$ cat src/rtl/word_uart_tx_if.sv
// word_uart_tx_if - CPU-side bus of the 16-bit word UART transmitter.
//
// Signals:
//   wr_en   : write strobe, one word accepted per cycle when not full
//   wr_data : 16-bit word to transmit
//   full    : FIFO holds 2**FIFO_AW words (registered)
//   level   : words waiting in the FIFO, excluding the word being shifted
//   busy    : a frame is in progress
//   tx      : serial line, idle high
//
// Modports: master = CPU / bench side, slave = transmitter side.
interface word_uart_tx_if #(
  parameter int FIFO_AW = 2
);
  logic               wr_en;
  logic [15:0]        wr_data;
  logic               full;
  logic [FIFO_AW:0]   level;
  logic               busy;
  logic               tx;

  modport master (output wr_en, output wr_data,
                  input full, input level, input busy, input tx);
  modport slave  (input wr_en, input wr_data,
                  output full, output level, output busy, output tx);
endinterface

$ cat src/rtl/word_uart_tx.sv
// word_uart_tx - sends 16-bit words queued by the CPU as two 8N1 frames,
// low byte first, on a single UART line.
//
// Ports:
//   clk : system clock, all logic on the rising edge
//   rst : synchronous active-low reset (0 = reset)
//   bus : word_uart_tx_if.slave (wr_en, wr_data in; full, level, busy, tx out)
//
// Parameters:
//   CLK_DIV : clk cycles per serial bit (2..65535)
//   FIFO_AW : FIFO address width, depth = 2**FIFO_AW words
module word_uart_tx #(
  parameter int CLK_DIV = 4,
  parameter int FIFO_AW = 2
) (
  input logic           clk,
  input logic           rst,
  word_uart_tx_if.slave bus
);

  localparam int               DEPTH     = 2 ** FIFO_AW;
  localparam logic [15:0]      BAUD_MAX  = 16'(CLK_DIV - 1);
  localparam logic [FIFO_AW:0] LVL_ZERO  = (FIFO_AW + 1)'(0);
  localparam logic [FIFO_AW:0] LVL_ONE   = (FIFO_AW + 1)'(1);
  localparam logic [FIFO_AW:0] LVL_FULL  = (FIFO_AW + 1)'(DEPTH);
  localparam logic [FIFO_AW-1:0] PTR_ONE = FIFO_AW'(1);

  typedef enum logic [1:0] {
    S_IDLE  = 2'd0,
    S_START = 2'd1,
    S_DATA  = 2'd2,
    S_STOP  = 2'd3
  } state_e;

  state_e             state_q, state_d;
  logic [15:0]        baud_q, baud_d;
  logic [2:0]         bit_q, bit_d;
  logic               byte_sel_q, byte_sel_d;
  logic [7:0]         shreg_q, shreg_d;   // remaining data bits of current byte
  logic [7:0]         hi_q, hi_d;         // high byte parked while low byte goes out
  logic               tx_q, tx_d;
  logic               busy_q;
  logic               full_q;
  logic [FIFO_AW:0]   level_q, level_d;
  logic [FIFO_AW-1:0] wptr_q, rptr_q;
  logic [15:0]        mem_q [DEPTH];

  logic               push_s;
  logic               pop_s;
  logic               baud_wrap_s;
  logic [15:0]        head_s;

  // Full is judged on the pre-edge count, so a write while full is dropped
  // even if a pop happens on the same edge.
  assign push_s      = bus.wr_en && !full_q;
  assign baud_wrap_s = (baud_q == BAUD_MAX);
  assign head_s      = mem_q[rptr_q];

  assign bus.tx    = tx_q;
  assign bus.busy  = busy_q;
  assign bus.full  = full_q;
  assign bus.level = level_q;

  // FIFO storage; pointers are reset, so stale contents are never read.
  always_ff @(posedge clk) begin
    if (push_s) begin
      mem_q[wptr_q] <= bus.wr_data;
    end
  end

  // Word count: a simultaneous push and pop leaves it unchanged.
  always_comb begin
    level_d = level_q;
    if (push_s && !pop_s) begin
      level_d = level_q + LVL_ONE;
    end else if (pop_s && !push_s) begin
      level_d = level_q - LVL_ONE;
    end else begin
      level_d = level_q;
    end
  end

  // Frame sequencer: next state, baud counter, shifter and line value.
  always_comb begin
    state_d    = state_q;
    bit_d      = bit_q;
    byte_sel_d = byte_sel_q;
    shreg_d    = shreg_q;
    hi_d       = hi_q;
    tx_d       = tx_q;
    pop_s      = 1'b0;
    if ((state_q == S_IDLE) || baud_wrap_s) begin
      baud_d = 16'd0;
    end else begin
      baud_d = baud_q + 16'd1;
    end

    case (state_q)
      S_IDLE: begin
        if (level_q != LVL_ZERO) begin
          pop_s      = 1'b1;
          shreg_d    = head_s[7:0];
          hi_d       = head_s[15:8];
          byte_sel_d = 1'b0;
          bit_d      = 3'd0;
          tx_d       = 1'b0;
          state_d    = S_START;
        end else begin
          tx_d = 1'b1;
        end
      end
      S_START: begin
        if (baud_wrap_s) begin
          state_d = S_DATA;
          bit_d   = 3'd0;
          tx_d    = shreg_q[0];
          shreg_d = {1'b0, shreg_q[7:1]};
        end else begin
          tx_d = 1'b0;
        end
      end
      S_DATA: begin
        if (baud_wrap_s) begin
          if (bit_q == 3'd7) begin
            state_d = S_STOP;
            tx_d    = 1'b1;
          end else begin
            bit_d   = bit_q + 3'd1;
            tx_d    = shreg_q[0];
            shreg_d = {1'b0, shreg_q[7:1]};
          end
        end else begin
          tx_d = tx_q;
        end
      end
      S_STOP: begin
        if (baud_wrap_s) begin
          if (!byte_sel_q) begin
            // High byte follows the low byte with no idle gap.
            shreg_d    = hi_q;
            byte_sel_d = 1'b1;
            tx_d       = 1'b0;
            state_d    = S_START;
          end else if (level_q != LVL_ZERO) begin
            pop_s      = 1'b1;
            shreg_d    = head_s[7:0];
            hi_d       = head_s[15:8];
            byte_sel_d = 1'b0;
            bit_d      = 3'd0;
            tx_d       = 1'b0;
            state_d    = S_START;
          end else begin
            tx_d    = 1'b1;
            state_d = S_IDLE;
          end
        end else begin
          tx_d = 1'b1;
        end
      end
      default: begin
        tx_d    = 1'b1;
        state_d = S_IDLE;
      end
    endcase
  end

  // State, counters, pointers and registered outputs.
  always_ff @(posedge clk) begin
    if (!rst) begin
      state_q    <= S_IDLE;
      baud_q     <= 16'd0;
      bit_q      <= 3'd0;
      byte_sel_q <= 1'b0;
      shreg_q    <= 8'd0;
      hi_q       <= 8'd0;
      tx_q       <= 1'b1;
      busy_q     <= 1'b0;
      full_q     <= 1'b0;
      level_q    <= LVL_ZERO;
      wptr_q     <= '0;
      rptr_q     <= '0;
    end else begin
      state_q    <= state_d;
      baud_q     <= baud_d;
      bit_q      <= bit_d;
      byte_sel_q <= byte_sel_d;
      shreg_q    <= shreg_d;
      hi_q       <= hi_d;
      tx_q       <= tx_d;
      busy_q     <= (state_d != S_IDLE);
      full_q     <= (level_d == LVL_FULL);
      level_q    <= level_d;
      if (push_s) begin
        wptr_q <= wptr_q + PTR_ONE;
      end
      if (pop_s) begin
        rptr_q <= rptr_q + PTR_ONE;
      end
    end
  end

endmodule
$ cat src/flat_wrapper.sv
// flat-port wrapper written by rule: the top's interface ports become plain ports
module word_uart_tx_flat 
#(
  parameter int CLK_DIV = 4,
  parameter int FIFO_AW = 2
)
  (clk, rst, bus_wr_en, bus_wr_data, bus_full, bus_level, bus_busy, bus_tx);
  word_uart_tx_if #(.FIFO_AW(FIFO_AW)) bus_i ();
  input logic clk;
  input logic rst;
  input wire logic [$bits(bus_i.wr_en)-1:0] bus_wr_en;
  input wire logic [$bits(bus_i.wr_data)-1:0] bus_wr_data;
  output wire logic [$bits(bus_i.full)-1:0] bus_full;
  output wire logic [$bits(bus_i.level)-1:0] bus_level;
  output wire logic [$bits(bus_i.busy)-1:0] bus_busy;
  output wire logic [$bits(bus_i.tx)-1:0] bus_tx;
  assign bus_i.wr_en = bus_wr_en;
  assign bus_i.wr_data = bus_wr_data;
  assign bus_full = bus_i.full;
  assign bus_level = bus_i.level;
  assign bus_busy = bus_i.busy;
  assign bus_tx = bus_i.tx;
  word_uart_tx #(.CLK_DIV(CLK_DIV), .FIFO_AW(FIFO_AW)) u_core (.clk(clk), .rst(rst), .bus(bus_i));
endmodule
$ cat config.mk
export PLATFORM = sky130hd
export DESIGN_NAME = word_uart_tx_flat
export DESIGN_NICKNAME = d
export VERILOG_FILES = /design/src/rtl/word_uart_tx_if.sv /design/src/rtl/word_uart_tx.sv /design/src/flat_wrapper.sv
export SDC_FILE = /design/constraint.sdc
export NUM_CORES = 1
export LEC_CHECK = 0
export ABC_CLOCK_PERIOD_IN_PS = 2200
export CORE_UTILIZATION = 25
export DETAILED_ROUTE_END_ITERATION = 10
export SYNTH_ARGS = -nofsm -noshare
export SYNTH_HDL_FRONTEND = slang
export SYNTH_SLANG_ARGS = --single-unit
$ cat constraint.sdc
create_clock -name clk -period 2.2 [get_ports clk]
set_input_delay 0.33 -clock clk [delete_from_list [all_inputs] [get_ports clk]]
set_output_delay 0.33 -clock clk [all_outputs]
set_load 0.02 [all_outputs]
-- Word-level counts from Yosys, hierarchy flattened
Memory sizes are Yosys's and may differ from the RTL's. A register that Yosys moved wholly into a read port is not among the register bits.
Index checks and enable logic that the tools add are counted.
- add/sub/neg operators: 6
- $mul: 0
- div/mod/pow operators: 0
- order comparisons: 0
- equality and inequality tests: 12
- shift-type cells: 0
- mux-type cells: 47
- bitwise logic cells: 1
- reduce and logical (&&, ||, !) cells: 16
- operator list (operator ; number):
    $mux 8 ; 9
    $pmux 8 s4 ; 1
    $mux 3 ; 8
    $add 16x1->16 const B ; 1
    $eq 16x2->1 const B ; 1
    $mux 2 ; 8
    $pmux 8 s2 ; 1
    $mux 1 ; 15
    $pmux 3 s4 ; 1
    $ne 2x1->1 const B ; 4
    $pmux 2 s4 ; 1
    $add 3x1->3 const B ; 2
    $eq 3x3->1 const B ; 2
    $reduce_and 3->1 ; 2
    $reduce_and 5->1 ; 1
    $add 2x1->2 const B ; 2
    $eq 2x2->1 const B ; 2
    $ne 2x2->1 const B ; 2
    $pmux 1 s2 ; 2
    $pmux 1 s4 ; 1
    $reduce_and 4->1 ; 1
    $reduce_bool 2->1 ; 2
    $logic_and 1x1->1 ; 3
    $logic_not 1->1 ; 3
    7 further kinds ; 7
- flip-flop bits (word level): 48
- latch bits: 0
- RAM bits: 64
- memory bits (read-only): 0
- output and inout port bits: 6
- word-level logic and storage cells: 95
- memories: 1
- memory list (name ; depth ; bits a word ; read ports ; clocked after Yosys merged registers in ; wr ports ; line ; source):
    u_core.mem_q ; 4 ; 16 ; 1 ; 1 ; 1 ; word_uart_tx.sv:46 ; logic [15:0] mem_q [DEPTH];

-- Logic depth before layout (Yosys ltp)
- word-level depth: 9
- depth in mapped cells: 9

-- Worst setup path after synthesis
OpenSTA, ideal clock, no wires.
- path type: register to register
- from: reg u_core.level_q[0] (netlist: u_core.bus.level[0])
- to: reg u_core.level_q[1] (netlist: u_core.bus.level[1])
- library setup time: 0.086 ns
- arrival: 1.854 ns
- slack: 0.259 ns
- stages on the path, launching flop included: 8
- period minus slack after synthesis: 1.941 ns
- cell sequence: dfxtp_1 inv_1 ha_1 nor2b_1 buf_2 nor3_4 maj3_1 a221oi_2
- longest elaborated chain between the ends: 8
- elaborated cells between the ends (all ways): 12
- those cells by class: add/sub (2); mux (6); reduce/logical (4)
- RTL lines (what ; line ; source):
    start: declaration ; word_uart_tx.sv:44 ; logic [FIFO_AW:0] level_q, level_d;
    start signal: assignment ; word_uart_tx.sv:192 ; level_q <= level_d;
    $reduce_bool 3->1 ; word_uart_tx.sv:100, word_uart_tx.sv:144 ;
    $mux 1 ; word_uart_tx.sv:100, word_uart_tx.sv:144 ;
    $mux 1 ; word_uart_tx.sv:138 ; if (!byte_sel_q) begin
    $mux 1 ; word_uart_tx.sv:137 ; if (baud_wrap_s) begin
    $pmux 1 s2 ; word_uart_tx.sv:98 ; case (state_q)
    $logic_and 1x1->1 or $logic_not 1->1 (tied branches) ; word_uart_tx.sv:76, word_uart_tx.sv:74 ;
    $mux 3 or $logic_and 1x1->1 (tied branches) ; word_uart_tx.sv:76, word_uart_tx.sv:74 ;
    $mux 3 * ; word_uart_tx.sv:74 ; if (push_s && !pop_s) begin
Mark *: on every way between the ends. The rest lies on a longest branch, timed or not.
A chain may end at the register's enable or synchronous reset.

-- Worst setup path after layout
- from: reg u_core.level_q[1] (netlist: u_core.bus.level[1])
- to: reg u_core.busy_q (netlist: u_core.bus.busy)
- longest elaborated chain between the ends: 6
- elaborated cells between the ends (all ways): 7
- those cells by class: mux (5); reduce/logical (2)
- RTL lines (what ; line ; source):
    $reduce_bool 3->1 * ; word_uart_tx.sv:100, word_uart_tx.sv:144 ;
    $mux 1 ; word_uart_tx.sv:144 ; end else if (level_q != LVL_ZERO) begin
    $mux 2 ; word_uart_tx.sv:138 ;
    $mux 2 ; word_uart_tx.sv:137 ;
    $pmux 2 s4 * ; word_uart_tx.sv:98 ;
    $reduce_bool 2->1 * ; word_uart_tx.sv:190 ; busy_q <= (state_d != S_IDLE);
    end signal: assignment ; word_uart_tx.sv:190 ;
    end: declaration ; word_uart_tx.sv:42 ; logic busy_q;
Marked as above.

==> impl_metrics.yaml <==
clocking:
  clk_path_buf_depth: 2
  postCtsHoldBufs: 0
  root_buffer: "clkbuf_16"
  worstSkewPairLatency_ns: 0.40
  cts-resized-gates: 0
  htree_num_levels: 4
  cts.sinks: 114
  clk_pin_slew_ns: 0.05
  numCtsBuffers: 17
  cts_setup_buffers: 0
  tritoncts: "yes"
worst_setup_path:
  critPathLaunchType: "register"
  max_stage_delay_ns: 0.35
  cpMaxStageDelayCell: "dfxtp_1"
  cp_cell_sequence: "inv_1 -> ha_1 -> nor2b_1 -> buf_4 -> nand2_1 -> a22o_1 -> a221oi_2 -> a311oi_1 -> or2_1"
  crit_fanout: 14
  cp-end-kind: "register"
  arrival_ns: 2.29
  worstSetupPathType: "reg2reg"
  path_buf_inv: 2
  cp_data_required_time_ns: 2.48
  cpLargestDelayFamily: "compound AO/OA/AOI/OAI gates"
detailed_routing:
  postRouteAntennaNets: 0
  drc_errors: 0
  drt_iter0_markers: 247
  drt-total-wl_um: 9441
  avgViaCountPerCell: 4.400
  vias: 3005
  drt_first_pass_iters: 4
  wl_per_cell_um: 13.82
global_routing:
  grt_pass1_wl_um: 15680
  grt.total_usage_pct: 10.27
  antenna_found_initial: 0
  grt_pass1_vias: 3064
  globalRoute.totalOverflow: 0
  grt_max_degree: 18
cells_and_area:
  nFillCells: 1864
  drive_gt1_share_pct: 18.20
  antenna_cells: 0
  nets: 444
  fin_area_mm2: 0.006128
  fin_util_pct: 32.44
  area_delta_synth_final_pct: 25.69
  instances_no_fill: 683
logic_synthesis:
  synthArstFlopShare_pct: 0
  ys_seq_elements: 114
  yosys_warnings: 0
  syn_avg_cell_area_um2: 13.21
  synth_edf_count: 64
  synth_top_area_share_pct: 39.41
  synth.largest_area_cell: "edfxtp_1"
  yosysSeqAreaShare_pct: 59.94
  synthFlopType: "edfxtp_1"
  syn_nets: 403
  post-synth-top-count-cell: "edfxtp_1"
  synth.area.top_cells: "edfxtp_1 39%, dfxtp_1 21%, mux4_2 7.4%"
  synth_cells: 369
  synth_area_mm2: 0.004876
  synth.distinct_cells: 57
  yosys-top-cells-count: "64 x edfxtp_1, 50 x dfxtp_1, 36 x nor2_1"
sta:
  slew_headroom_pct: 64.56
  min_period_over_period_pct: 91.24
  setup_tns_ns: 0
  setup_ws_ns: 0.1926
  slew_viol_final: 0
  rsz0062_at_grt: "no"
  skew_ns: 0.004844
  layout_min_cycle_time_ns: 2.007
  holdWs_ns: 0.4608
  max_freq_mhz: 498.2
  hold_viol_final: 0
  tightest_slew_ns: 0.5316
  setup_viol: 0
power:
  leakage_nw: 2.150
  vdd_drop_max_v: 0.0005599
  p_per_area_mw_per_mm2: 1216
  power.total_mw: 7.450
place:
  placed_area_mm2: 0.005534
  hpwl_um: 6305
  pre_cts_slack_ns: 0.1004
  placed_cells: 651
  portBuffers: 24
  gp_congestion: 0.8353
run:
  drv_cap: 0
floorplanning:
  core_mm2: 0.01889
  die_y_um: 141.7
  initial_core_util_pct: 25.81
  dieArea_mm2: 0.02007
  fp.dieW_um: 141.7
  pin_count: 25
  num_rows: 50
hold_path:
  hp-class: "reg2reg"
status:
  outcome: "complete, no violations"
[state kept, by name, indices dropped and copies added (netlist names), named ones only]
name and flops:
u_core.mem_q 64, u_core.bit_q 3, u_core.rptr_q 2, u_core.shreg_q 8, u_core.wptr_q 2, u_core.bus.tx 1, u_core.bus.full 1, u_core.bus.busy 1
u_core.byte_sel_q 1, u_core.bus.level 3, u_core.state_q 2, u_core.baud_q 16, u_core.hi_q 8
[worst paths after layout]
path	startpoint	endpoint	slack (ns)	cells past startpoint
worst max-delay path	u_core.bus.level[1]	u_core.bus.busy	0.19	9
worst min-delay path	u_core.baud_q[0]	u_core.baud_q[0]	0.46	1
worst max register to register	u_core.bus.level[1]	u_core.bus.busy	0.19	9
worst min register to register	u_core.baud_q[0]	u_core.baud_q[0]	0.46	1
[layer usage]
metal / GRT usage (%) / vias to the layer above / share of wire, %
met1: 11.89 / 1504 / 45
met3: 3.814 / 5 / 3.2
met2: 17.45 / 42 / 51
li1: - / 1454 / -
met5: 0 / - / 0
met4: 3.452 / 0 / 0.56
[layout make-up]
type	count	area, um2	share of cell area (%)
Clock buffer	18	429.2	7.003
Inverter	19	71.32	1.164
Sequential cell	114	2923	47.69
Clock inverter	14	162.7	2.654
Timing Repair Buffer	43	432.9	7.064
Multi-Input combinational cell	215	1784	29.11
Tap cell	260	325.3	5.308
[placed cells by master (no fill, tap or decap), types with 10 or more instances in the layout]
cell type | netlist | layout
buf_4 | 2 | 15
clkbuf_16 | 0 | 17
clkdlybuf4s50_1 | 0 | 24
dfxtp_1 | 50 | 50
edfxtp_1 | 64 | 64
ha_1 | 15 | 15
inv_1 | 19 | 18
mux2i_1 | 10 | 10
mux4_2 | 16 | 16
nand2_1 | 12 | 12
nand3_1 | 11 | 11
nor2_1 | 36 | 36
xor2_1 | 11 | 11
[cells by family after synthesis]
family	Yosys count	share of synthesized area, %
DFF	114	59.94
and+or+nand+nor	94	10.26
AOI/OAI and AO/OA	60	9.367
buffers and inverters	40	3.515
muxes	26	9.443
xor gates and xnor gates	19	3.413
adders and majority gates	16	4.054
[power by group]
part	total, mW	switching, mW	internal [mW]
logic	1.98	1.06	0.915
registers	2.76	0.167	2.59
clock network	2.71	0.939	1.77
total	7.45	2.17	5.28
[worst register-to-register path, cell delays in order, from the launching register on]
cell and delay (ns):
dfxtp_1 0.35, inv_1 0.13, ha_1 0.16, nor2b_1 0.12, buf_4 0.21, nand2_1 0.09
a22o_1 0.21, a221oi_2 0.27, a311oi_1 0.09, or2_1 0.26
Power figures use the tool's default switching activity.
